<file path="config.mk">
export PLATFORM = sky130hd
export DESIGN_NAME = display_scan
export DESIGN_NICKNAME = d
export VERILOG_FILES = /design/src/rtl/display_pkg.sv /design/src/rtl/bin2bcd_seq.sv /design/src/rtl/display_scan.sv
export SDC_FILE = /design/constraint.sdc
export NUM_CORES = 1
export LEC_CHECK = 0
export CAP_MARGIN = 20
export CELL_PAD_IN_SITES_DETAIL_PLACEMENT = 1
export CELL_PAD_IN_SITES_GLOBAL_PLACEMENT = 1
export CORE_ASPECT_RATIO = 0.6
export CORE_MARGIN = 4
export CORE_UTILIZATION = 45
export CTS_CLUSTER_SIZE = 40
export DETAILED_ROUTE_END_ITERATION = 8
export PLACE_DENSITY = 0.89
export SETUP_SLACK_MARGIN = 0.15
export SLEW_MARGIN = 20
export SYNTH_ARGS = -nofsm -noshare
export SYNTH_HDL_FRONTEND = slang
export SYNTH_HIERARCHICAL = 1
export SYNTH_SLANG_ARGS = --single-unit
</file>
<file path="constraint.sdc">
create_clock -name clk -period 2.1 [get_ports clk]
set_clock_uncertainty 0.15 [all_clocks]
set_input_delay 0.315 -clock clk [delete_from_list [all_inputs] [get_ports clk]]
set_output_delay 0.315 -clock clk [all_outputs]
set_load 0.02 [all_outputs]
</file>
<file path="src/rtl/display_pkg.sv">
// display_pkg: shared constants, FSM state type and helpers for the vote-count display
package display_pkg;
  localparam int DIGITS = 4;
  localparam logic [3:0] BLANK_CODE = 4'hF;
  localparam int VALUE_W = 14;
  localparam logic [VALUE_W-1:0] MAX_COUNT = 14'd9999;
  typedef enum logic [1:0] {IDLE, SHIFT, COMMIT} conv_state_t;
  function automatic logic [VALUE_W-1:0] clamp_count(input logic [VALUE_W-1:0] v);
    return v > MAX_COUNT ? MAX_COUNT : v;
  endfunction
  function automatic logic [4*DIGITS-1:0] add3_nibbles(input logic [4*DIGITS-1:0] a);
    logic [4*DIGITS-1:0] r;
    for (int i = 0; i < DIGITS; i++) r[4*i+:4] = a[4*i+:4] >= 4'd5 ? a[4*i+:4] + 4'd3 : a[4*i+:4];
    return r;
  endfunction
endpackage

</file>
<file path="src/rtl/bin2bcd_seq.sv">
// bin2bcd_seq: sequential double-dabble converter with a one-deep latest-wins pending load
module bin2bcd_seq
  import display_pkg::*;
(
  input  logic                  clk,
  input  logic                  reset,
  input  logic                  load,
  input  logic [VALUE_W-1:0]    value,
  output logic                  busy,
  output logic                  done,
  output logic [4*DIGITS-1:0]   digits
);
  conv_state_t state, state_nx;
  logic [4*DIGITS-1:0] acc, adj;
  logic [VALUE_W-1:0] sr, pend, start_val;
  logic [3:0] cnt;
  logic pend_v, start;
  // next state; a load or pending value in COMMIT chains straight into the next conversion
  always_comb begin
    start = (state == IDLE && load) || (state == COMMIT && (load || pend_v));
    start_val = load ? clamp_count(value) : pend;
    state_nx = start ? SHIFT : state == SHIFT ? (cnt == 4'd0 ? COMMIT : SHIFT) : IDLE;
    adj = add3_nibbles(acc);
    busy = state != IDLE;
  end
  // state register
  always_ff @(posedge clk) begin
    if (reset) state <= IDLE;
    else state <= state_nx;
  end
  // shift-add-3 datapath, pending register and atomic digit commit
  always_ff @(posedge clk) begin
    if (reset) begin
      acc <= '0;
      sr <= '0;
      cnt <= '0;
      pend <= '0;
      pend_v <= 1'b0;
      digits <= '0;
      done <= 1'b0;
    end else begin
      done <= state == COMMIT;
      if (start) begin
        sr <= start_val;
        acc <= '0;
        cnt <= 4'd13;
      end else if (state == SHIFT) begin
        acc <= {adj[4*DIGITS-2:0], sr[VALUE_W-1]};
        sr <= sr << 1;
        cnt <= cnt - 4'd1;
      end
      if (state == COMMIT) digits <= acc;
      if (state == SHIFT && load) begin
        pend <= clamp_count(value);
        pend_v <= 1'b1;
      end else if (state == COMMIT) pend_v <= 1'b0;
    end
  end
endmodule

</file>
<file path="src/rtl/display_scan.sv">
// display_scan: multiplexes four BCD digits onto one bus with active-low anodes and leading-zero blanking
module display_scan
  import display_pkg::*;
#(
  parameter int REFRESH_DIV = 100000
) (
  input  logic               clk,
  input  logic               reset,
  input  logic               load,
  input  logic [VALUE_W-1:0] value,
  output logic               busy,
  output logic               done,
  output logic [3:0]         bcd,
  output logic [3:0]         an
);
  localparam int RW = $clog2(REFRESH_DIV);
  localparam int SW = $clog2(DIGITS);
  logic [RW-1:0] rc;
  logic [SW-1:0] slot, slot_nx;
  logic [4*DIGITS-1:0] digits, sh;
  logic wrap, eng_busy, eng_done;
  bin2bcd_seq u_conv (
    .clk(clk),
    .reset(reset),
    .load(load),
    .value(value),
    .busy(eng_busy),
    .done(eng_done),
    .digits(digits)
  );
  // next slot; shifting the slot's digit down makes the "this and all higher are zero" test one compare
  always_comb begin
    wrap = rc == RW'(REFRESH_DIV - 1);
    slot_nx = wrap ? slot + SW'(1) : slot;
    sh = digits >> {slot_nx, 2'b00};
  end
  // refresh counter, slot index and registered outputs
  always_ff @(posedge clk) begin
    if (reset) begin
      rc <= '0;
      slot <= '0;
      an <= 4'b1110;
      bcd <= 4'h0;
      busy <= 1'b0;
      done <= 1'b0;
    end else begin
      rc <= wrap ? '0 : rc + RW'(1);
      slot <= slot_nx;
      an <= ~(4'b0001 << slot_nx);
      bcd <= (slot_nx != '0 && sh == '0) ? BLANK_CODE : sh[3:0];
      busy <= eng_busy;
      done <= eng_done;
    end
  end
endmodule

</file>
==> impl_results.rst <==
.. list-table::
   :header-rows: 1

   * - Metric
     - Value
   * - Synth unique cells
     - 59
   * - CP most frequent cell
     - sky130_fd_sc_hd__and4_4
   * - Hold Path Depth
     - 2
   * - Antenna violations before repair
     - 0
   * - Overflow left after global routing
     - 0
   * - Multi-input gate area in the final layout
     - 2575 sq um
   * - Share of the cycle needed by the critical path after routing
     - 100.8%
   * - WL/cell
     - 25.88 um
   * - Setup ws final
     - -0.01689 ns
   * - CTS sink cnt
     - 97
   * - Critical Path Fanout Max
     - 7
   * - Worst setup EP type
     - register
   * - Share of async-settable or async-resettable flops after synthesis
     - 0%
   * - DRT antenna net count
     - 0
   * - Arr. time, crit path
     - 2.21 ns
   * - Die Footprint
     - 11,980 sq um
   * - HPWL after DPL
     - about 9600 um
   * - Effective utilization at floorplan
     - 46.50%
   * - Number of DRC markers after the initial detailed-route iteration
     - ~570
   * - Number of placement rows
     - 28
   * - Setup violators final
     - 2
   * - Total detailed-routing wirelength
     - 18,790 um
   * - Pin count of the biggest net entering global routing
     - 35
   * - Min-Delay Endpoint
     - slot[1]
   * - Leak
     - 0.002105 uW
   * - Design Power
     - approximately 4300 uW
   * - Number of hold violations in the final report
     - 0
   * - Number of I/O pins
     - 27
   * - Post-synthesis area per instance
     - 8.602 sq um
   * - Failing checks
     - negative setup slack
   * - Critical path class
     - register to register
   * - Count of flip-flops with a built-in enable after synthesis
     - 0
   * - Post-synthesis instance total
     - 536
   * - Critical Path, Cell by Cell
     - ha_4 > and4_4 > and4_4 > buf_12 > nor3_1 > a31oi_1 > nor2_1 > o41ai_2
   * - DR pass1 iterations
     - 5
   * - Top Family by Delay on Critical Path
     - simple AND/OR/NAND/NOR gates
   * - Worst Hold Class
     - input port to register
   * - Max H-tree Level
     - 3
   * - TritonCTS clock tree
     - yes
   * - Upper clock frequency limit
     - 0.4724 GHz
   * - Number of buffers and inverters on the critical path
     - 1
   * - Relative max-transition margin
     - between 50% and 60%
   * - Dpl cell area
     - 5149 sq um
   * - Fraction of the yosys area taken by sequential cells
     - 42.12%
   * - Critical R2R Capture
     - bcd[3]
   * - IR Drop Worst-Case VDD
     - 0.0004529 V
   * - Layout cell share with drive strength beyond 1
     - roughly 22%
   * - Global Route Usage Sum
     - between 20% and 30%
   * - Delay contributed by the slowest stage of the critical path
     - 0.35 ns
   * - Buffers added on ports
     - 26
   * - PwrDens
     - between 700 and 800 nW/um^2
   * - Post-layout net count
     - 613
   * - Die Wd
     - roughly 140 um
   * - Slew at the pin closest to its max-slew limit
     - approximately 0.62 ns
   * - CP max stage cell
     - sky130_fd_sc_hd__dfxtp_2
   * - Final std cell area, no fill
     - 5789 sq um
   * - CP startpoint kind
     - register
   * - Vias
     - 4,736
   * - Synthesized area
     - 4611 sq um
   * - RSZ-0062 raised after global routing
     - yes
   * - Number of fill cells
     - 1,139
   * - Clk root buf
     - sky130_fd_sc_hd__clkbuf_16
   * - Remaining routing DRC violations
     - 0
   * - Max-cap check violation count
     - 0
   * - Number of global-route vias before repair
     - around 4,700
   * - Routed via count divided by cell count
     - about 6.5
   * - Register-to-register path setup slack
     - -0.02 ns
   * - # hold bufs at CTS
     - 0
   * - Number of max-slew violations in the final report
     - 0
   * - Number of warnings reported in the yosys synthesis log
     - 6
   * - Std-Cell Core Area
     - 9915 sq um
   * - Prevailing post-synth register cell
     - sky130_fd_sc_hd__dfxtp_1
   * - Run status
     - finished with violations
   * - Placer Congestion
     - roughly 0.8
   * - Die extent in y
     - 86.41 um
   * - Clock transition at the registers of the reported paths
     - 0.07 ns
   * - Post-synthesis net count
     - 563
   * - Area grow syn2layout
     - 25.56%
   * - Hold path start
     - reset
   * - Longest Clk Path Bufs
     - 2
   * - Critical register-to-register path startpoint
     - rc[0]
   * - Wire length of the first global-routing pass
     - 26,090 um
   * - Post-layout min period
     - ~2.1 ns
   * - Number of antenna cells inserted
     - 0
   * - Depth of the worst register-to-register path
     - 8
   * - Number of buffers created by CTS
     - 9
   * - Post-synthesis sequential element count
     - 97
   * - Clock network latency to the later pin of the worst-skew pair
     - 0.35 ns
   * - Data required time of the critical path
     - 2.20 ns
   * - FF+latch area
     - 1954 sq um
cell families after synthesis:
kind of cell	Yosys count	synth area share, %
simple gates	234	26.16
compound gates	118	17.48
flops	97	42.12
buf+inv	51	6.024
xor+xnor	21	4.396
fa+ha+maj	10	2.714
mux	5	1.113
per-layer routing:
metal  up-vias  wire length (um)  GRT usage [%]
met1      2320              7227          32.37
met5         -                 0              0
met3       100              1515          7.166
li1       2002                 -              -
met2       314              8899          47.35
met4         0              1148          15.19
worst max path at each step:
stage | depth (start not counted) | slack (ns) | endpoint | from
after floorplan | 8 | 0.17 | bcd[1] | rc[0]
after global placement | 5 | -0.13 | u_conv/sr[2] | value[6]
after detailed placement | 5 | -0.18 | u_conv/sr[10] | value[6]
after CTS | 7 | 0.07 | bcd[3] | rc[1]
after global routing | 6 | -0.08 | bcd[0] | rc[6]
final | 8 | -0.02 | bcd[3] | rc[0]
metrics by stage:
step | cells | setup WS (ns) | utilization [%] | hold slack (ns) | setup TNS, ns
final | 726 | -0.01689 | 58.39 | 0.2052 | -0.02175
after global routing | 726 | -0.07587 | 58.39 | 0.2098 | -0.2019
after CTS | 722 | 0.07220 | 56.89 | 0.2053 | 0
after detailed placement | 700 | -0.1824 | 51.93 | 0.3062 | -1.735
after global placement | 700 | -0.1291 | 51.93 | 0.2800 | -0.9396
after floorplan | 536 | 0.1687 | - | 0.2638 | 0
cells in the mapped netlist (all sizes together), types with 8 or more instances:
library cell,n,area [sq um]
dfxtp,97,1942
nand3b,10,75.07
ha,10,125.1
a31oi,16,100.1
o221a,14,157.7
inv,16,60.06
nand2,78,292.8
xor2,15,131.4
nor2,41,153.9
nand3,27,135.1
nor3,10,50.05
clkbuf,18,97.59
a21oi,43,230.2
buf,16,110.1
or3,15,93.84
nand2b,11,68.82
nor2b,8,50.05
o21ai,13,65.06
sequential cells by signal, indices dropped and copies added, names as in the netlist, 4 cells and up:
register and count:
an 4, bcd 4, rc 17, u_conv/acc 16
u_conv/cnt 4, u_conv/digits 16, u_conv/pend 14, u_conv/sr 14
power breakdown:
| group | internal [uW] | switching [uW] | total, uW |
|---|---|---|---|
| Combinational | 180 | 254 | 433 |
| Clock | 1170 | 762 | 1930 |
| Sequential | 1900 | 56.4 | 1960 |
| Total | 3250 | 1070 | 4320 |
cell type report:
class                           count  share of cell area (%)
Multi-Input combinational cell    388                   44.48
Sequential cell                    97                   33.76
Timing Repair Buffer               74                   11.87
Clock buffer                       10                   3.955
Tap cell                          135                   2.918
Clock inverter                      6                   1.988
Inverter                           16                   1.037
layout by cell type, fill, tap and decap left out, drive strengths merged, types with 13 or more instances in the layout:
cell type / synthesis / routed
a21oi: 43 / 43
xor2: 15 / 15
buf: 16 / 49
nand2: 78 / 78
o221a: 14 / 14
nor2: 41 / 41
o21ai: 13 / 13
nand3: 27 / 27
dfxtp: 97 / 97
or3: 15 / 15
a31oi: 16 / 16
inv: 16 / 17
clkdlybuf4s50: 0 / 24
repair_timing:
action / in CTS / in global routing
buffers inserted: 5 / 4
setup endpoints to repair: 6 / 22
resized for setup: 21 / 28
gates cloned: 1 / 0
pin swaps: 10 / 20
worst register-to-register path, delay by kind of cell (launching register included):
| family | cells | cell delay, ns |
|---|---|---|
| fa+ha+maj | 1 | 0.13 |
| simple gates | 4 | 0.67 |
| flops | 1 | 0.35 |
| compound gates | 2 | 0.55 |
| buf+inv | 1 | 0.15 |
No activity file was read; power rests on OpenSTA's default activity.
